`config.mk`:
```
export PLATFORM = sky130hd
export DESIGN_NAME = nco_channel_scheduler_flat
export DESIGN_NICKNAME = d
export VERILOG_FILES = /design/src/rtl/nco_channel_scheduler_pkg.sv /design/src/rtl/nco_channel_scheduler_if.sv /design/src/rtl/nco_channel_scheduler_acc.sv /design/src/rtl/nco_channel_scheduler.sv /design/src/flat_wrapper.sv
export SDC_FILE = /design/constraint.sdc
export NUM_CORES = 1
export LEC_CHECK = 0
export CORE_ASPECT_RATIO = 0.8
export CORE_UTILIZATION = 65
export DETAILED_ROUTE_END_ITERATION = 12
export DONT_BUFFER_PORTS = 1
export PLACE_DENSITY = 0.81
export SYNTH_ARGS = -nofsm -noshare
export SYNTH_HDL_FRONTEND = slang
export SYNTH_SLANG_ARGS = --single-unit
```
`constraint.sdc`:
```
create_clock -name iclk -period 3.2 [get_ports iclk]
set_clock_uncertainty 0.1 [all_clocks]
set_input_delay 0.64 -clock iclk [delete_from_list [all_inputs] [get_ports iclk]]
set_output_delay 0.64 -clock iclk [all_outputs]
set_load 0.01 [all_outputs]
```
`src/rtl/nco_channel_scheduler_pkg.sv`:
```
// Shared types and constants for the NCO channel scheduler.
package nco_channel_scheduler_pkg;

  typedef enum logic [1:0] {
    IDLE,
    RUN,
    FLUSH
  } state_t;

  // Number of tag-free issues needed to push the last real sample out of the LUT.
  localparam int unsigned FLUSH_ISSUES = 2;

  // Round-robin successor of v among n slots.
  function automatic int unsigned wrap_inc(input int unsigned v, input int unsigned n);
    return (v + 1 >= n) ? 0 : v + 1;
  endfunction

endpackage

```
`src/rtl/nco_channel_scheduler_if.sv`:
```
// Control, LUT-side and downstream-side signals of the NCO channel scheduler.
interface nco_channel_scheduler_if #(
  parameter int unsigned CH_W     = 2,
  parameter int unsigned ACC_W    = 24,
  parameter int unsigned PHASE_W  = 12,
  parameter int unsigned SINCOS_W = 16
);
  logic                  irun;
  logic                  isync;
  logic                  icfg_valid;
  logic [CH_W-1:0]       icfg_chan;
  logic [ACC_W-1:0]      icfg_inc;
  logic                  icfg_en;
  logic                  osc_valid;
  logic [PHASE_W-1:0]    osc_phase;
  logic                  isc_ready;
  logic [2*SINCOS_W-1:0] isc_data;
  logic                  itx_ready;
  logic                  otx_valid;
  logic [CH_W-1:0]       otx_chan;
  logic [2*SINCOS_W-1:0] otx_data;
  logic                  obusy;

  // Scheduler side.
  modport master (
    input  irun, isync, icfg_valid, icfg_chan, icfg_inc, icfg_en,
    input  isc_ready, isc_data, itx_ready,
    output osc_valid, osc_phase, otx_valid, otx_chan, otx_data, obusy
  );

  // Environment side: control source, LUT and downstream mixer bank.
  modport slave (
    output irun, isync, icfg_valid, icfg_chan, icfg_inc, icfg_en,
    output isc_ready, isc_data, itx_ready,
    input  osc_valid, osc_phase, otx_valid, otx_chan, otx_data, obusy
  );
endinterface

```
`src/rtl/nco_channel_scheduler_acc.sv`:
```
// Per-channel phase accumulator, increment and enable registers.
module nco_phase_acc_bank #(
  parameter int unsigned NOF_CH  = 4,
  parameter int unsigned CH_W    = 2,
  parameter int unsigned ACC_W   = 24,
  parameter int unsigned PHASE_W = 12
) (
  input  logic               clk,
  input  logic               rst_n,
  input  logic               sync,
  input  logic               cfg_valid,
  input  logic [CH_W-1:0]    cfg_chan,
  input  logic [ACC_W-1:0]   cfg_inc,
  input  logic               cfg_en,
  input  logic [CH_W-1:0]    ptr,
  input  logic               step,
  output logic [PHASE_W-1:0] phase,
  output logic               en
);

  logic [ACC_W-1:0] acc   [NOF_CH];
  logic [ACC_W-1:0] inc   [NOF_CH];
  logic             en_r  [NOF_CH];

  // Accumulate the slot being issued; sync overrides the same-edge accumulate.
  always_ff @(posedge clk or negedge rst_n) begin
    if (!rst_n) begin
      for (int unsigned i = 0; i < NOF_CH; i++) acc[i] <= '0;
    end else begin
      for (int unsigned i = 0; i < NOF_CH; i++) begin
        if (sync)
          acc[i] <= '0;
        else if (step && ptr == CH_W'(i))
          acc[i] <= acc[i] + inc[i];
      end
    end
  end

  // Config write port; the issuing slot already read the old values this cycle.
  always_ff @(posedge clk or negedge rst_n) begin
    if (!rst_n) begin
      for (int unsigned i = 0; i < NOF_CH; i++) begin
        inc[i]  <= '0;
        en_r[i] <= 1'b0;
      end
    end else if (cfg_valid) begin
      for (int unsigned i = 0; i < NOF_CH; i++) begin
        if (cfg_chan == CH_W'(i)) begin
          inc[i]  <= cfg_inc;
          en_r[i] <= cfg_en;
        end
      end
    end
  end

  // Read port indexed by ptr (mux form keeps non-power-of-2 NOF_CH in range).
  always_comb begin
    phase = '0;
    en    = 1'b0;
    for (int unsigned i = 0; i < NOF_CH; i++) begin
      if (ptr == CH_W'(i)) begin
        phase = acc[i][ACC_W-1 -: PHASE_W];
        en    = en_r[i];
      end
    end
  end

endmodule

```
`src/rtl/nco_channel_scheduler.sv`:
```
// Round-robin scheduler sharing one 2-stage sin/cos LUT among NOF_CH NCO channels.
module nco_channel_scheduler
  import nco_channel_scheduler_pkg::*;
#(
  parameter int unsigned NOF_CH   = 4,
  parameter int unsigned CH_W     = 2,
  parameter int unsigned ACC_W    = 24,
  parameter int unsigned PHASE_W  = 12,
  parameter int unsigned SINCOS_W = 16
) (
  input logic                    iclk,
  input logic                    iresetn,
  nco_channel_scheduler_if.master bus
);

  typedef struct packed {
    logic            en;
    logic [CH_W-1:0] chan;
  } tag_t;

  state_t                state;
  state_t                state_nxt;
  logic [CH_W-1:0]       ptr;
  tag_t                  t1;
  tag_t                  t2;
  tag_t                  tag_now;
  logic [1:0]            flush_cnt;
  logic                  issue;
  logic                  run_issue;
  logic [PHASE_W-1:0]    acc_phase;
  logic                  acc_en;
  logic [2*SINCOS_W-1:0] sample;

  assign issue     = (state != IDLE) && bus.isc_ready;
  assign run_issue = issue && (state == RUN);
  assign sample    = bus.isc_data;

  nco_phase_acc_bank #(
    .NOF_CH  (NOF_CH),
    .CH_W    (CH_W),
    .ACC_W   (ACC_W),
    .PHASE_W (PHASE_W)
  ) u_acc (
    .clk       (iclk),
    .rst_n     (iresetn),
    .sync      (bus.isync),
    .cfg_valid (bus.icfg_valid),
    .cfg_chan  (bus.icfg_chan),
    .cfg_inc   (bus.icfg_inc),
    .cfg_en    (bus.icfg_en),
    .ptr       (ptr),
    .step      (run_issue),
    .phase     (acc_phase),
    .en        (acc_en)
  );

  // State register.
  always_ff @(posedge iclk or negedge iresetn) begin
    if (!iresetn) state <= IDLE;
    else          state <= state_nxt;
  end

  // Next state: a flush always runs to completion before honouring irun again.
  always_comb begin
    state_nxt = state;
    unique case (state)
      IDLE:  if (bus.irun) state_nxt = RUN;
      RUN:   if (!bus.irun) state_nxt = FLUSH;
      FLUSH: begin
        if ((issue && flush_cnt == 2'(FLUSH_ISSUES - 1)) || (!t1.en && !t2.en))
          state_nxt = bus.irun ? RUN : IDLE;
      end
      default: state_nxt = IDLE;
    endcase
  end

  // Tag for the current slot; flush slots carry no sample.
  always_comb begin
    tag_now = '0;
    if (state == RUN) begin
      tag_now.en   = acc_en;
      tag_now.chan = ptr;
    end
  end

  // Slot pointer, tag pipe (advances in lockstep with the LUT) and flush counter.
  always_ff @(posedge iclk or negedge iresetn) begin
    if (!iresetn) begin
      ptr       <= '0;
      t1        <= '0;
      t2        <= '0;
      flush_cnt <= '0;
    end else begin
      if (run_issue) ptr <= CH_W'(wrap_inc(int'(ptr), NOF_CH));
      if (issue) begin
        t1 <= tag_now;
        t2 <= t1;
      end
      if (state != FLUSH) flush_cnt <= '0;
      else if (issue)     flush_cnt <= flush_cnt + 2'd1;
    end
  end

  // Outputs.
  always_comb begin
    bus.osc_valid = issue;
    bus.osc_phase = (state == RUN) ? acc_phase : '0;
    bus.otx_valid = t2.en;
    bus.otx_chan  = t2.chan;
    bus.otx_data  = sample;
    bus.obusy     = (state != IDLE);
  end

endmodule

```
`src/flat_wrapper.sv`:
```
// flat-port wrapper written by rule: the top's interface ports become plain ports
module nco_channel_scheduler_flat import nco_channel_scheduler_pkg::*;
#(
  parameter int unsigned NOF_CH   = 4,
  parameter int unsigned CH_W     = 2,
  parameter int unsigned ACC_W    = 24,
  parameter int unsigned PHASE_W  = 12,
  parameter int unsigned SINCOS_W = 16
)
  (iclk, iresetn, bus_irun, bus_isync, bus_icfg_valid, bus_icfg_chan, bus_icfg_inc, bus_icfg_en, bus_isc_ready, bus_isc_data, bus_itx_ready, bus_osc_valid, bus_osc_phase, bus_otx_valid, bus_otx_chan, bus_otx_data, bus_obusy);
  nco_channel_scheduler_if #(.CH_W(CH_W), .ACC_W(ACC_W), .PHASE_W(PHASE_W), .SINCOS_W(SINCOS_W)) bus_i ();
  input logic iclk;
  input logic iresetn;
  input wire logic [$bits(bus_i.irun)-1:0] bus_irun;
  input wire logic [$bits(bus_i.isync)-1:0] bus_isync;
  input wire logic [$bits(bus_i.icfg_valid)-1:0] bus_icfg_valid;
  input wire logic [$bits(bus_i.icfg_chan)-1:0] bus_icfg_chan;
  input wire logic [$bits(bus_i.icfg_inc)-1:0] bus_icfg_inc;
  input wire logic [$bits(bus_i.icfg_en)-1:0] bus_icfg_en;
  input wire logic [$bits(bus_i.isc_ready)-1:0] bus_isc_ready;
  input wire logic [$bits(bus_i.isc_data)-1:0] bus_isc_data;
  input wire logic [$bits(bus_i.itx_ready)-1:0] bus_itx_ready;
  output wire logic [$bits(bus_i.osc_valid)-1:0] bus_osc_valid;
  output wire logic [$bits(bus_i.osc_phase)-1:0] bus_osc_phase;
  output wire logic [$bits(bus_i.otx_valid)-1:0] bus_otx_valid;
  output wire logic [$bits(bus_i.otx_chan)-1:0] bus_otx_chan;
  output wire logic [$bits(bus_i.otx_data)-1:0] bus_otx_data;
  output wire logic [$bits(bus_i.obusy)-1:0] bus_obusy;
  assign bus_i.irun = bus_irun;
  assign bus_i.isync = bus_isync;
  assign bus_i.icfg_valid = bus_icfg_valid;
  assign bus_i.icfg_chan = bus_icfg_chan;
  assign bus_i.icfg_inc = bus_icfg_inc;
  assign bus_i.icfg_en = bus_icfg_en;
  assign bus_i.isc_ready = bus_isc_ready;
  assign bus_i.isc_data = bus_isc_data;
  assign bus_i.itx_ready = bus_itx_ready;
  assign bus_osc_valid = bus_i.osc_valid;
  assign bus_osc_phase = bus_i.osc_phase;
  assign bus_otx_valid = bus_i.otx_valid;
  assign bus_otx_chan = bus_i.otx_chan;
  assign bus_otx_data = bus_i.otx_data;
  assign bus_obusy = bus_i.obusy;
  nco_channel_scheduler #(.NOF_CH(NOF_CH), .CH_W(CH_W), .ACC_W(ACC_W), .PHASE_W(PHASE_W), .SINCOS_W(SINCOS_W)) u_core (.iclk(iclk), .iresetn(iresetn), .bus(bus_i));
endmodule
```
# Yosys cells after proc, flatten, opt, wreduce, memory -nomap -nowiden
# Index checks and enable logic that the tools add are counted.
[totals]
regBits = 208
ramBits = 0
memories = 0
latchBits = 0
romBits = 0
elab_cells = 90
[op_classes]
shift = 0
n_mul = 0
muxes = 26
order_cmp = 1
n_addsub = 6
div_mod_pow = 0
eq_ne = 13
bitwise_logic = 0
reduce_logical = 25
[op_table]
columns = ["cell", "n"]
rows = [
  ["two-way mux 24 bit", 8],
  ["adder 24 bit", 4],
  ["two-way mux 12 bit", 5],
  ["two-way mux 2 bit", 6],
  ["nonzero test 2 bit", 6],
  ["equality test 2 bit (second input constant)", 5],
  ["equality test 2 x 1 -> 1 bit (second input constant)", 4],
  ["logical AND 1 bit", 8],
  ["AND reduction 2 bit", 4],
  ["zero test 2 bit", 3],
  ["inequality test 2 bit (second input constant)", 3],
  ["case mux 2 bit (3 select lines)", 1],
  ["two-way mux 1 bit", 5],
  ["adder 2 x 1 -> 3 bit (second input constant)", 1],
  [">= comparator 3 bit (second input constant)", 1],
  ["two-way mux 3 bit", 1],
  ["AND reduction 3 bit", 1],
  ["adder 2 x 1 -> 2 bit (second input constant)", 1],
  ["zero test 1 bit", 2],
  ["inequality test 2 x 1 -> 1 bit (second input constant)", 1],
  ["logical OR 1 bit", 1],
]

# Logic depth before layout (Yosys ltp)
# Gate-level depths: netlist of the first run.
[depth]
ltp_word = 6
depth_mapped = 11
depth_no_buf = 9

# Cells and area by module
# From an unflattened synthesis of the first run, not the netlist that was laid out.
[hier_totals]
cells_unflattened = 1367
area_unflattened_um2 = 13365.3
[by_module_without_submodules]
columns = ["module", "seq_area_each_um2", "cells_each", "n_inst", "area_each_um2"]
rows = [
  ["nco_phase_acc_bank", 4904.7, 1272, 1, 12439.4],
  ["nco_channel_scheduler", 300.3, 95, 1, 925.9],
]

# Least setup slack after synthesis of the first run
# No wires, ideal clock.
[synth_path]
kind = "reg2reg"
start = "register u_core.u_acc.acc[0] in the netlist's numbering"
end = "register u_core.u_acc.acc[20] in the netlist's numbering"
path_stages_with_launch = 10
arrival_ns = 2.357
path_buffers = 0
slack_ns = 0.610
required_ns = 2.967
synth_period_minus_slack_ns = 2.590
path_cell_list = "dfrtp_1 ha_1 fa_1 a21o_1 a221o_1 a2111oi_2 nor4_1 nor3_1 xor2_1 o21ai_0"
[synth_via]
elab_chain_len = 3
[synth_rtl]
columns = ["element", "line_no", "text"]
rows = [
  ["from (decl)", "nco_channel_scheduler_acc.sv:21", "logic [ACC_W-1:0] acc [NOF_CH];"],
  ["from (signal, indexed assignment)", "nco_channel_scheduler_acc.sv:34", "acc[i] <= acc[i] + inc[i];"],
  ["adder 24 bit", "nco_channel_scheduler_acc.sv:34", ""],
  ["two-way mux 24 bit", "nco_channel_scheduler_acc.sv:33", "else if (step && ptr == CH_W'(i))"],
  ["two-way mux 24 bit", "nco_channel_scheduler_acc.sv:31", "if (sync)"],
]
# No other way between the ends. The select of a mux whose other input is x is not followed.
# A chain may end at the register's enable or synchronous reset.

# Worst setup path after layout of the first run
[layout_path]
start = "register u_core.ptr[0]"
end = "output port bus_osc_phase[5]"
[layout_via]
elab_chain_len = 6
[layout_rtl]
columns = ["element", "line_no", "text"]
rows = [
  ["from (decl)", "nco_channel_scheduler.sv:23", "logic [CH_W-1:0] ptr;"],
  ["from (signal assigned)", "nco_channel_scheduler.sv:94", "if (run_issue) ptr <= CH_W'(wrap_inc(int'(ptr), NOF_CH));"],
  ["zero test 2 bit", "nco_channel_scheduler_acc.sv:61", "if (ptr == CH_W'(i)) begin"],
  ["two-way mux 12 bit (3 in series)", "nco_channel_scheduler_acc.sv:61", ""],
  ["two-way mux 12 bit (*)", "nco_channel_scheduler_acc.sv:61", ""],
  ["two-way mux 12 bit (*)", "nco_channel_scheduler.sv:107", "bus.osc_phase = (state == RUN) ? acc_phase : '0;"],
  ["to (decl)", "flat_wrapper.sv:24", "output wire logic [$bits(bus_i.osc_phase)-1:0] bus_osc_phase;"],
]
# Every way passes the cells marked *; elsewhere a longest branch is shown, timed or not.

==> results of run 1 <==
[synthesized netlist by cell type (5+ instances only)]
cell type | instances | area [um^2]
o21a_1 | 8 | 60.1
nor2_1 | 92 | 345
a211oi_1 | 16 | 120
nand3_1 | 29 | 145
o211ai_1 | 14 | 105
o31ai_1 | 5 | 37.5
nand2_1 | 129 | 484
a41oi_1 | 6 | 52.6
a21o_1 | 43 | 323
a22oi_1 | 13 | 97.6
buf_4 | 32 | 240
a21oi_1 | 120 | 601
nor3_1 | 11 | 55.1
nor2b_1 | 6 | 37.5
dfrtp_1 | 208 | 5200
inv_1 | 22 | 82.6
o21ai_0 | 94 | 470
or3_1 | 8 | 50.1
clkbuf_1 | 52 | 195
nand2b_1 | 12 | 75.1
xnor2_1 | 43 | 377
a22o_1 | 27 | 236
o21bai_1 | 9 | 67.6
a31oi_1 | 7 | 43.8
and4_1 | 6 | 52.6
nor4_1 | 5 | 31.3
mux2i_1 | 7 | 70.1
mux2_2 | 105 | 1180
and3_1 | 10 | 62.6
ha_1 | 97 | 1210
nand4_1 | 14 | 87.6
xor2_1 | 35 | 307
[cell type report]
cell class,instances,area (um^2),share of cell area (%)
multi-input cells,1036,7460,53.2
flip-flops and latches,208,5200,37.1
clock buffers,31,646,4.60
well taps,264,330,2.35
clock inverters,11,165,1.18
repair buffers,19,143,1.02
inverters,22,82.6,0.589
[layer usage]
metal | global-route usage [%] | vias up
met2 | 51.6 | 444
li1 | - | 4839
met5 | 0 | -
met1 | 49.8 | 5162
met4 | 7.99 | 0
met3 | 5.60 | 71
[cell families (layout without fill, tap and decap cells)]
| kind of cell | count (synthesis) | in the layout | synth area share [%] |
|---|---|---|---|
| flip-flops | 208 | 208 | 39.4 |
| XOR/XNOR | 78 | 78 | 5.17 |
| multiplexers | 112 | 112 | 9.48 |
| adder cells (fa/ha/maj) | 101 | 101 | 9.79 |
| buffers and inverters | 112 | 83 | 4.29 |
| AND/OR/NAND/NOR | 334 | 334 | 11.5 |
| AO/OA/AOI/OAI | 411 | 411 | 20.4 |
[per-stage QoR]
step                      cell area (um^2)  setup WS [ps]  total power, mW
after floorplan                      13200            610             5.20
after global placement               13200            321             5.59
after detailed placement             13200            198             5.68
after CTS                            14000           6.52             8.54
after global routing                 14000          0.517             9.00
final                                14000            148             8.58
[worst max-delay path, stage by stage (launching register included)]
cell and delay, ps:
dfrtp_1 410, inv_1 150, ha_1 200, nor2b_4 340, a22oi_1 130, nor2_1 110
a21oi_1 50, nor2_1 140, a21oi_1 70, nor2_1 200
[report_power, final]
part | internal, mW | switching, mW | total, mW
Combinational | 1.01 | 1.42 | 2.42
Sequential | 3.01 | 0.292 | 3.31
Clock | 1.74 | 1.11 | 2.85
Total | 5.77 | 2.81 | 8.58
[worst min path at each step]
stage	to	slack (ps)	startpoint
floorplan	u_core.bus.otx_chan[0]$_DFFE_PN0P_	240	iresetn
global placement	u_core.u_acc.acc[63]$_DFFE_PN0P_	250	iresetn
CTS	u_core.u_acc.acc[59]$_DFFE_PN0P_	-300	iresetn
global route	u_core.u_acc.acc[59]$_DFFE_PN0P_	-290	iresetn
finish	u_core.ptr[1]$_DFFE_PN0P_	-280	iresetn
detailed placement	u_core.u_acc.inc[71]$_DFFE_PN0P_	250	iresetn
[timing repair]
item,CTS,global route
gates cloned,0,0
endpoints found under the setup margin,11,13
pin swaps,0,0
hold endpoints to repair,208,208
gates resized for setup,1,3
[flip-flops by register name, summed over array words and instances, names as in the netlist]
signal and count:
u_core.bus.otx_chan 2, u_core.bus.otx_valid 1, u_core.flush_cnt 2, u_core.ptr 2, u_core.state 2, u_core.t1 3, u_core.u_acc.acc 96, u_core.u_acc.en_r 4
u_core.u_acc.inc 96
==> impl_table.tex, run 1 <==
\begin{tabular}{lr}
\hline
Metric & Value \\
\hline
\multicolumn{2}{l}{\textbf{Outcome}} \\
\quad Result of the run & finished, violations left \\
\quad Failing checks & hold timing \\
\multicolumn{2}{l}{\textbf{Drt}} \\
\quad Highest metal layer with signal wires & met4 \\
\quad Met1 wire length & 15500 um \\
\quad Detailed-routing iteration count for the pre-antenna-repair pass & 5 \\
\quad Routed Antenna Nets & 0 \\
\quad Vias per std cell & 6.61 \\
\quad Vias & 10500 \\
\quad DRC violations left & 0 \\
\quad Detailed route wirelength on metal2 & 14600 um \\
\quad Routed WL per cell & 21.3 um \\
\quad Iteration-0 DRC count of the detailed router & 1201 \\
\quad Total detailed-routing wirelength & 33900 um \\
\quad Met3 wire length & 3070 um \\
\multicolumn{2}{l}{\textbf{Global route}} \\
\quad Overflow left after global routing & 0 \\
\quad Tot GR Track Use & 33.6\% \\
\quad Number of global-route vias before repair & 10100 \\
\quad First-pass GRT wire length & 55100 um \\
\quad Largest net degree at the start of global routing & 209 \\
\quad Initial antenna violation count & 0 \\
\multicolumn{2}{l}{\textbf{Run}} \\
\quad Max-cap violations & 0 \\
\multicolumn{2}{l}{\textbf{Final layout}} \\
\quad Total of fill cells in the finished design & 1526 \\
\quad Core Util, Final & 70.6\% \\
\quad Net total in the final layout & 1477 \\
\quad Most used cells in the layout excluding fill and tap cells & 208 x dfrtp\_1, 129 x nand2\_1, 120 x a21oi\_1 \\
\quad Fraction of final layout cells sized beyond drive strength 1 & 14.0\% \\
\quad Leading cell type in the layout, fill and taps excluded & dfrtp\_1 \\
\quad Synthesis-to-layout area growth & 6.20\% \\
\quad Inserted Diodes & 0 \\
\quad Final cell count without fillers & 1591 \\
\multicolumn{2}{l}{\textbf{Clock network}} \\
\quad Max clock buf depth & 3 \\
\quad Clock tree from TritonCTS & yes \\
\quad \# H-tree levels & 1 \\
\quad Number of sinks driven by the clock tree & 208 \\
\quad Clock slew seen by the registers of the worst setup and hold paths & 60 ps \\
\quad Setup repair bufs after CTS & 0 \\
\quad Clock root buffer master & clkbuf\_16 \\
\quad Source-to-sink clock delay at the later pin of the worst-skew pair & 530 ps \\
\quad Inserted Clock Buffers & 23 \\
\multicolumn{2}{l}{\textbf{Floorplan}} \\
\quad Die Area & 20900 um\^{}2 \\
\quad Starting utilization of the core area & 66.5\% \\
\quad Die Span X & 161 um \\
\quad Number of ports placed on the die boundary & 115 \\
\quad Height of the die & 130 um \\
\quad Placement row count & 46 \\
\quad Area of the core & 19900 um\^{}2 \\
\multicolumn{2}{l}{\textbf{Timing}} \\
\quad Final Hold Viols & 208 \\
\quad Number of failing setup endpoints in the final timing report & 0 \\
\quad Fmax achieved & 0.328 GHz \\
\quad Slew at the pin with the worst max-slew slack & 807 ps \\
\quad Setup tns final & 0 ps \\
\quad Minimum hold slack & -278 ps \\
\quad RSZ-0062 raised after global routing & no \\
\quad Final critical delay including setup and external delays & 3050 ps \\
\quad Tcrit/Tclk final & 95.4\% \\
\quad Final Max Tran Viols & 0 \\
\quad Worst slew slack as a fraction of its limit & 46.1\% \\
\multicolumn{2}{l}{\textbf{Setup path}} \\
\quad Worst reg-to-reg setup slack & 240 ps \\
\quad Critical path endpoint category & output pin \\
\quad Worst setup path endpoint & bus\_osc\_phase[5] \\
\quad Depth of the worst register-to-register path & 9 \\
\quad Startpoint class of the critical path & register \\
\quad Launching point of the worst reg2reg path & u\_core.u\_acc.acc[0]\$\_DFFE\_PN0P\_ \\
\quad Arr. time, crit path & 2310 ps \\
\quad Destination of the worst register-to-register timing path & u\_core.u\_acc.acc[18]\$\_DFFE\_PN0P\_ \\
\quad Critical path startpoint & u\_core.ptr[0]\$\_DFFE\_PN0P\_ \\
\quad Highest fanout seen on the critical path & 12 \\
\quad CP required & 2460 ps \\
\quad Critical path type & reg2out \\
\multicolumn{2}{l}{\textbf{Synth}} \\
\quad Yosys warns & 0 \\
\quad Unique cell type count in the Yosys netlist & 70 \\
\quad Post-synth net total & 1523 \\
\quad Share of flip-flops with an asynchronous set or reset & 100\% \\
\quad Cell area after synthesis & 13200 um\^{}2 \\
\quad Synth Flop Type & dfrtp\_1 \\
\quad Number of enable-type register cells in the synthesized netlist & 0 \\
\quad Sequential-to-total area share from yosys stat & 39.4\% \\
\quad Count of mapped cells out of synthesis & 1356 \\
\quad Flop and latch count out of synthesis & 208 \\
\quad Synthesized area per cell & 9.74 um\^{}2 \\
\multicolumn{2}{l}{\textbf{Place}} \\
\quad Placed insts & 1549 \\
\quad Port bufs & 0 \\
\quad Detailed placement HPWL & 23900 um \\
\quad Placer Congestion & 0.952 \\
\multicolumn{2}{l}{\textbf{Hold path}} \\
\quad Hold WC Path Type & in2async \\
\multicolumn{2}{l}{\textbf{Power}} \\
\quad Largest voltage drop on the vdd net & 0.502 mV \\
\quad Power per standard cell area & 612 nW/um\^{}2 \\
\quad Static leakage & 6.50 nW \\
\hline
\end{tabular}
Power figures use the tool's default switching activity.
==> run 2: changes to the inputs <==
--- a/config.mk
+++ b/config.mk
@@ -5,6 +5,7 @@
 export SDC_FILE = /design/constraint.sdc
 export NUM_CORES = 1
 export LEC_CHECK = 0
+export CAP_MARGIN = 40
 export CORE_ASPECT_RATIO = 0.8
 export CORE_UTILIZATION = 65
 export DETAILED_ROUTE_END_ITERATION = 12
==> constraint.sdc (replaced) <==
create_clock -name iclk -period 3.2 [get_ports iclk]
set_clock_uncertainty 0.1 [all_clocks]
set_input_delay 0.32 -clock iclk [delete_from_list [all_inputs] [get_ports iclk]]
set_output_delay 0.32 -clock iclk [all_outputs]
set_load 0.01 [all_outputs]
==> impl_table.tex, run 2 (synthesis results as in run 1) <==
\begin{tabular}{lr}
\hline
Metric & Value \\
\hline
\multicolumn{2}{l}{\textbf{Place}} \\
\quad Port bufs & 0 \\
\quad Placer Congestion & 0.952 \\
\quad Placed insts & 1551 \\
\quad Detailed placement HPWL & 24000 um \\
\quad Standard cell area after detailed placement & 13200 um\^{}2 \\
\multicolumn{2}{l}{\textbf{Power}} \\
\quad Power per standard cell area & 590 nW/um\^{}2 \\
\quad Largest voltage drop on the vdd net & 0.433 mV \\
\quad Static leakage & 6.58 nW \\
\quad Power after layout & 8.41 mW \\
\multicolumn{2}{l}{\textbf{Clock network}} \\
\quad Clock tree from TritonCTS & yes \\
\quad Max clock buf depth & 3 \\
\quad Inserted Clock Buffers & 22 \\
\quad Source-to-sink clock delay at the later pin of the worst-skew pair & 520 ps \\
\quad Hold buffer count at cts & 29 \\
\quad Number of sinks driven by the clock tree & 208 \\
\quad Clock root buffer master & clkbuf\_16 \\
\quad Setup repair bufs after CTS & 0 \\
\quad \# H-tree levels & 1 \\
\quad Clock slew seen by the registers of the worst setup and hold paths & 60 ps \\
\multicolumn{2}{l}{\textbf{Timing}} \\
\quad Slew at the pin with the worst max-slew slack & 760 ps \\
\quad Number of failing setup endpoints in the final timing report & 0 \\
\quad Tcrit/Tclk final & 94.2\% \\
\quad Fmax achieved & 0.332 GHz \\
\quad Worst slew slack as a fraction of its limit & 49.2\% \\
\quad Setup tns final & 0 ps \\
\quad Minimum hold slack & -600 ps \\
\quad RSZ-0062 raised after global routing & no \\
\quad Final Hold Viols & 208 \\
\quad Final Max Tran Viols & 0 \\
\quad Final critical delay including setup and external delays & 3020 ps \\
\multicolumn{2}{l}{\textbf{Setup path}} \\
\quad Destination of the worst register-to-register timing path & u\_core.u\_acc.acc[90]\$\_DFFE\_PN0P\_ \\
\quad Highest fanout seen on the critical path & 11 \\
\quad Launching point of the worst reg2reg path & u\_core.u\_acc.acc[72]\$\_DFFE\_PN0P\_ \\
\quad Most frequent CP cell & nor2\_1 \\
\quad Delay of the slowest cell on the worst path & 410 ps \\
\quad CP required & 2780 ps \\
\quad Worst path cell trace & inv\_1, ha\_1, nor2b\_1, buf\_4, a22oi\_1, nor2\_1, a21oi\_1, nor2\_1, a21oi\_1, nor2\_1 \\
\quad Worst reg-to-reg setup slack & 190 ps \\
\quad Critical path endpoint category & output pin \\
\quad Startpoint class of the critical path & register \\
\quad Critical path type & reg2out \\
\quad Depth of the worst register-to-register path & 9 \\
\quad Arr. time, crit path & 2600 ps \\
\quad Cell at the slowest stage of the critical path & dfrtp\_1 \\
\multicolumn{2}{l}{\textbf{Drt}} \\
\quad Total detailed-routing wirelength & 34800 um \\
\quad Routed Antenna Nets & 0 \\
\quad Vias & 10700 \\
\quad DRC violations left & 0 \\
\quad Routed WL per cell & 21.4 um \\
\quad Vias per std cell & 6.58 \\
\quad Detailed-routing iteration count for the pre-antenna-repair pass & 7 \\
\quad Iteration-0 DRC count of the detailed router & 1100 \\
\multicolumn{2}{l}{\textbf{Floorplan}} \\
\quad Die Area & 20900 um\^{}2 \\
\quad Die Span X & 161 um \\
\quad Height of the die & 130 um \\
\quad Area of the core & 19900 um\^{}2 \\
\quad Starting utilization of the core area & 66.5\% \\
\quad Number of ports placed on the die boundary & 115 \\
\quad Placement row count & 46 \\
\multicolumn{2}{l}{\textbf{Hold path}} \\
\quad Hold WC Path Type & in2async \\
\multicolumn{2}{l}{\textbf{Global route}} \\
\quad Initial antenna violation count & 5 \\
\quad First-pass GRT wire length & 54800 um \\
\quad Largest net degree at the start of global routing & 209 \\
\quad Tot GR Track Use & 33.6\% \\
\quad Overflow left after global routing & 0 \\
\quad Number of global-route vias before repair & 10100 \\
\multicolumn{2}{l}{\textbf{Outcome}} \\
\quad Failing checks & hold timing \\
\quad Result of the run & finished, violations left \\
\multicolumn{2}{l}{\textbf{Final layout}} \\
\quad Final non-filler cell area & 14300 um\^{}2 \\
\quad Synthesis-to-layout area growth & 7.95\% \\
\quad Fraction of final layout cells sized beyond drive strength 1 & 13.7\% \\
\quad Net total in the final layout & 1508 \\
\quad Largest regs & u\_core.u\_acc.acc (96), u\_core.u\_acc.inc (96), u\_core.u\_acc.en\_r (4) \\
\quad Final cell count without fillers & 1624 \\
\quad Leading cell type in the layout, fill and taps excluded & dfrtp\_1 \\
\quad Most used cells in the layout excluding fill and tap cells & 208 x dfrtp\_1, 129 x nand2\_1, 120 x a21oi\_1 \\
\multicolumn{2}{l}{\textbf{Run}} \\
\quad Max-cap violations & 0 \\
\hline
\end{tabular}
-- run 2: changes by cell type in the layout (fill, tap and decap cells not counted), sizes merged --
cell / before / now
buf: 19 / 22
bufinv: 4 / 2
clkbuf: 31 / 26
clkinv: 5 / 7
clkinvlp: 0 / 3
diode: 0 / 5
dlygate4sd3: 0 / 29
inv: 24 / 22
-- run 2: how the worst max path moves through the flow --
| stage | startpoint | end | depth (start not counted) |
|---|---|---|---|
| 2_1_floorplan | u_core.u_acc.acc[0]$_DFFE_PN0P_ | u_core.u_acc.acc[20]$_DFFE_PN0P_ | 9 |
| 3_3_place_gp | u_core.u_acc.acc[72]$_DFFE_PN0P_ | u_core.u_acc.acc[94]$_DFFE_PN0P_ | 9 |
| 3_5_place_dp | u_core.u_acc.acc[72]$_DFFE_PN0P_ | u_core.u_acc.acc[94]$_DFFE_PN0P_ | 9 |
| 4_1_cts | u_core.u_acc.acc[72]$_DFFE_PN0P_ | u_core.u_acc.acc[90]$_DFFE_PN0P_ | 9 |
| 5_1_grt | u_core.u_acc.acc[72]$_DFFE_PN0P_ | u_core.u_acc.acc[90]$_DFFE_PN0P_ | 9 |
| 6_report | u_core.ptr[0]$_DFFE_PN0P_ | bus_osc_phase[0] | 10 |
-- run 2: where the power goes --
group,switching [mW],total [mW],leakage [nW],internal (mW)
registers,0.289,3.30,2.67,3.01
logic,1.49,2.53,3.56,1.04
clock network,1.10,2.58,0.347,1.48
-- run 2: worst max-delay path: cells and delay by family (launching register included) --
| family | cells | cell delay (ps) |
|---|---|---|
| buf+inv | 2 | 300 |
| fa+ha+maj | 1 | 260 |
| simple gates | 4 | 420 |
| flops | 1 | 410 |
| compound gates | 3 | 700 |
-- run 2: metal layers --
| layer | vias up | global-route usage [%] | part of all wire, % |
|---|---|---|---|
| met3 | 82 | 5.25 | 7.5 |
| met1 | 5263 | 49.3 | 46 |
| met5 | - | 0 | 0 |
| li1 | 4909 | - | - |
| met2 | 427 | 51.1 | 44 |
| met4 | 0 | 11.0 | 2.8 |
-- run 2: repair_timing --
action,in CTS,in global routing
resized for setup,0,1
hold endpoints to repair,330,208
endpoints found under the setup margin,0,2
-- run 2: final cells by class --
cell class | instances | area [um^2]
Antenna cell | 5 | 12.5
Clock buffer | 26 | 586
Clock inverter | 12 | 133
Fill cell | 1440 | 5600
Inverter | 22 | 82.6
Multi-Input combinational cell | 1036 | 7450
Sequential cell | 208 | 5200
Tap cell | 264 | 330
Timing Repair Buffer | 51 | 463
-- run 2: metrics by stage --
stage,setup WS [ps],util [%]
2_1_floorplan,610,-
3_3_place_gp,326,66.5
3_5_place_dp,242,66.6
4_1_cts,126,71.6
5_1_grt,30.0,71.8
6_report,184,71.8
==> run 3: changes to the inputs <==
--- a/config.mk
+++ b/config.mk
@@ -7,10 +7,9 @@
 export LEC_CHECK = 0
 export CAP_MARGIN = 40
 export CORE_ASPECT_RATIO = 0.8
-export CORE_UTILIZATION = 65
+export CORE_UTILIZATION = 50
 export DETAILED_ROUTE_END_ITERATION = 12
 export DONT_BUFFER_PORTS = 1
-export PLACE_DENSITY = 0.81
 export SYNTH_ARGS = -nofsm -noshare
 export SYNTH_HDL_FRONTEND = slang
 export SYNTH_SLANG_ARGS = --single-unit
==> impl_table.tex, run 3 (synthesis results as in run 1) <==
\begin{tabular}{lr}
\hline
Metric & Value \\
\hline
\multicolumn{2}{l}{\textbf{Global route}} \\
\quad First-pass GRT wire length & 56800 um \\
\quad Number of global-route vias before repair & 9712 \\
\quad Initial antenna violation count & 8 \\
\quad Tot GR Track Use & 27.3\% \\
\quad Largest net degree at the start of global routing & 209 \\
\quad Overflow left after global routing & 0 \\
\multicolumn{2}{l}{\textbf{Timing}} \\
\quad Tcrit/Tclk final & 94.6\% \\
\quad Worst slew slack as a fraction of its limit & 46.9\% \\
\quad Final critical delay including setup and external delays & 3030 ps \\
\quad Fmax achieved & 0.330 GHz \\
\quad Final Max Tran Viols & 0 \\
\quad Number of failing setup endpoints in the final timing report & 0 \\
\quad Minimum hold slack & -609 ps \\
\quad Final Hold Viols & 208 \\
\quad Final Worst Setup Slack & 173 ps \\
\quad RSZ-0062 raised after global routing & no \\
\quad Slew at the pin with the worst max-slew slack & 794 ps \\
\quad Setup tns final & 0 ps \\
\multicolumn{2}{l}{\textbf{Outcome}} \\
\quad Failing checks & hold timing \\
\quad Result of the run & finished, violations left \\
\multicolumn{2}{l}{\textbf{Final layout}} \\
\quad Most used cells in the layout excluding fill and tap cells & 208 x dfrtp\_1, 129 x nand2\_1, 118 x a21oi\_1 \\
\quad Final cell count without fillers & 1710 \\
\quad Final non-filler cell area & 14400 um\^{}2 \\
\quad Fraction of final layout cells sized beyond drive strength 1 & 13.9\% \\
\quad Largest regs & u\_core.u\_acc.acc (96), u\_core.u\_acc.inc (96), u\_core.u\_acc.en\_r (4) \\
\quad Net total in the final layout & 1507 \\
\quad Synthesis-to-layout area growth & 8.88\% \\
\quad Leading cell type in the layout, fill and taps excluded & dfrtp\_1 \\
\multicolumn{2}{l}{\textbf{Setup path}} \\
\quad Arr. time, crit path & 2610 ps \\
\quad Depth of the worst register-to-register path & 10 \\
\quad Destination of the worst register-to-register timing path & u\_core.u\_acc.acc[90]\$\_DFFE\_PN0P\_ \\
\quad Critical path endpoint category & output pin \\
\quad Worst reg-to-reg setup slack & 320 ps \\
\quad Launching point of the worst reg2reg path & u\_core.u\_acc.acc[72]\$\_DFFE\_PN0P\_ \\
\quad CP required & 2780 ps \\
\quad Startpoint class of the critical path & register \\
\quad Highest fanout seen on the critical path & 12 \\
\quad Critical path type & reg2out \\
\multicolumn{2}{l}{\textbf{Place}} \\
\quad Detailed placement HPWL & 25100 um \\
\quad Placed insts & 1637 \\
\quad Pre-CTS WS & 344 ps \\
\quad Port bufs & 0 \\
\quad Standard cell area after detailed placement & 13300 um\^{}2 \\
\quad Placer Congestion & 0.950 \\
\multicolumn{2}{l}{\textbf{Drt}} \\
\quad DRC violations left & 0 \\
\quad Vias & 10300 \\
\quad Iteration-0 DRC count of the detailed router & 821 \\
\quad Routed WL per cell & 21.2 um \\
\quad Detailed-routing iteration count for the pre-antenna-repair pass & 7 \\
\quad Vias per std cell & 6.00 \\
\quad Total detailed-routing wirelength & 36200 um \\
\quad Routed Antenna Nets & 0 \\
\multicolumn{2}{l}{\textbf{Power}} \\
\quad Psw & 2.89 mW \\
\quad Clock network power share & 31.7\% \\
\quad Sequential share of power & 38.7\% \\
\quad Power per standard cell area & 591 nW/um\^{}2 \\
\quad Cell Int Power & 5.61 mW \\
\quad Largest voltage drop on the vdd net & 0.463 mV \\
\quad Static leakage & 6.59 nW \\
\quad Switching share of power & 34.0\% \\
\quad Combinational fraction of design power & 29.6\% \\
\multicolumn{2}{l}{\textbf{Clock network}} \\
\quad Max clock buf depth & 3 \\
\quad Clock root buffer master & clkbuf\_16 \\
\quad Source-to-sink clock delay at the later pin of the worst-skew pair & 520 ps \\
\quad \# H-tree levels & 1 \\
\quad Hold buffer count at cts & 28 \\
\quad Clock slew seen by the registers of the worst setup and hold paths & 60 ps \\
\quad Number of sinks driven by the clock tree & 208 \\
\quad Setup repair bufs after CTS & 0 \\
\quad Inserted Clock Buffers & 23 \\
\quad Clock tree from TritonCTS & yes \\
\multicolumn{2}{l}{\textbf{Floorplan}} \\
\quad Die Area & 27100 um\^{}2 \\
\quad Placement row count & 52 \\
\quad Area of the core & 25600 um\^{}2 \\
\quad Number of ports placed on the die boundary & 115 \\
\quad Height of the die & 147 um \\
\quad Die Span X & 184 um \\
\quad Starting utilization of the core area & 51.5\% \\
\multicolumn{2}{l}{\textbf{Hold path}} \\
\quad Hold WC Path Type & in2async \\
\multicolumn{2}{l}{\textbf{Run}} \\
\quad Max-cap violations & 0 \\
\hline
\end{tabular}
[run 3: repair_timing]
item | CTS | global route
gates resized for setup | 0 | 1
setup endpoints to repair | 0 | 9
hold endpoints to repair | 335 | 208
[run 3: how the worst max path moves through the flow]
stage | from | end | slack, ps
after floorplan | u_core.u_acc.acc[0]$_DFFE_PN0P_ | u_core.u_acc.acc[20]$_DFFE_PN0P_ | 610
after global placement | u_core.u_acc.acc[0]$_DFFE_PN0P_ | u_core.u_acc.acc[20]$_DFFE_PN0P_ | 360
after detailed placement | u_core.u_acc.acc[0]$_DFFE_PN0P_ | u_core.u_acc.acc[20]$_DFFE_PN0P_ | 340
after CTS | u_core.ptr[0]$_DFFE_PN0P_ | bus_osc_phase[0] | 30
after global routing | u_core.ptr[0]$_DFFE_PN0P_ | bus_osc_phase[0] | 30
final | u_core.ptr[0]$_DFFE_PN0P_ | bus_osc_phase[0] | 170
[run 3: per-stage QoR]
step           hold slack [ps]  total power, mW  utilization (%)
5_1_grt                   -619             8.95             56.1
6_report                  -609             8.50             56.1
3_3_place_gp             -69.7             5.68             52.0
3_5_place_dp             -69.3             5.72             52.0
2_1_floorplan            -75.6             5.20                -
4_1_cts                   -625             8.50             56.0
[run 3: worst max-delay path: stages, from the launching register on]
cell,delay [ps]
dfrtp_1,390
inv_1,100
ha_2,290
nor2b_1,160
buf_4,190
a22oi_1,220
nor2_1,70
a21oi_1,210
nor2_1,60
a21oi_1,260
nor2_1,130
[run 3: area by class of cell]
type	instances	area, um^2
Antenna cell	5	12.5
Clock inverter	11	111
Multi-Input combinational cell	1036	7450
Sequential cell	208	5200
Timing Repair Buffer	49	445
Clock buffer	28	634
Tap cell	351	439
Fill cell	2335	11300
Inverter	22	82.6
[run 3: layer usage]
metal / track usage (%) / vias up / routed length [um]
met2: 39.8 / 275 / 15300
met3: 5.03 / 71 / 2190
met5: 0 / - / 37
met4: 6.79 / 6 / 870
met1: 41.5 / 4986 / 17800
li1: - / 4927 / -
[run 3: power by group through the flow]
stage / registers, mW / logic (mW) / clock network (mW)
after floorplan: 3.24 / 1.95 / 0
after global placement: 3.32 / 2.35 / 0
after detailed placement: 3.33 / 2.39 / 0
after CTS: 3.29 / 2.48 / 2.73
after global routing: 3.34 / 2.78 / 2.84
final: 3.29 / 2.52 / 2.69
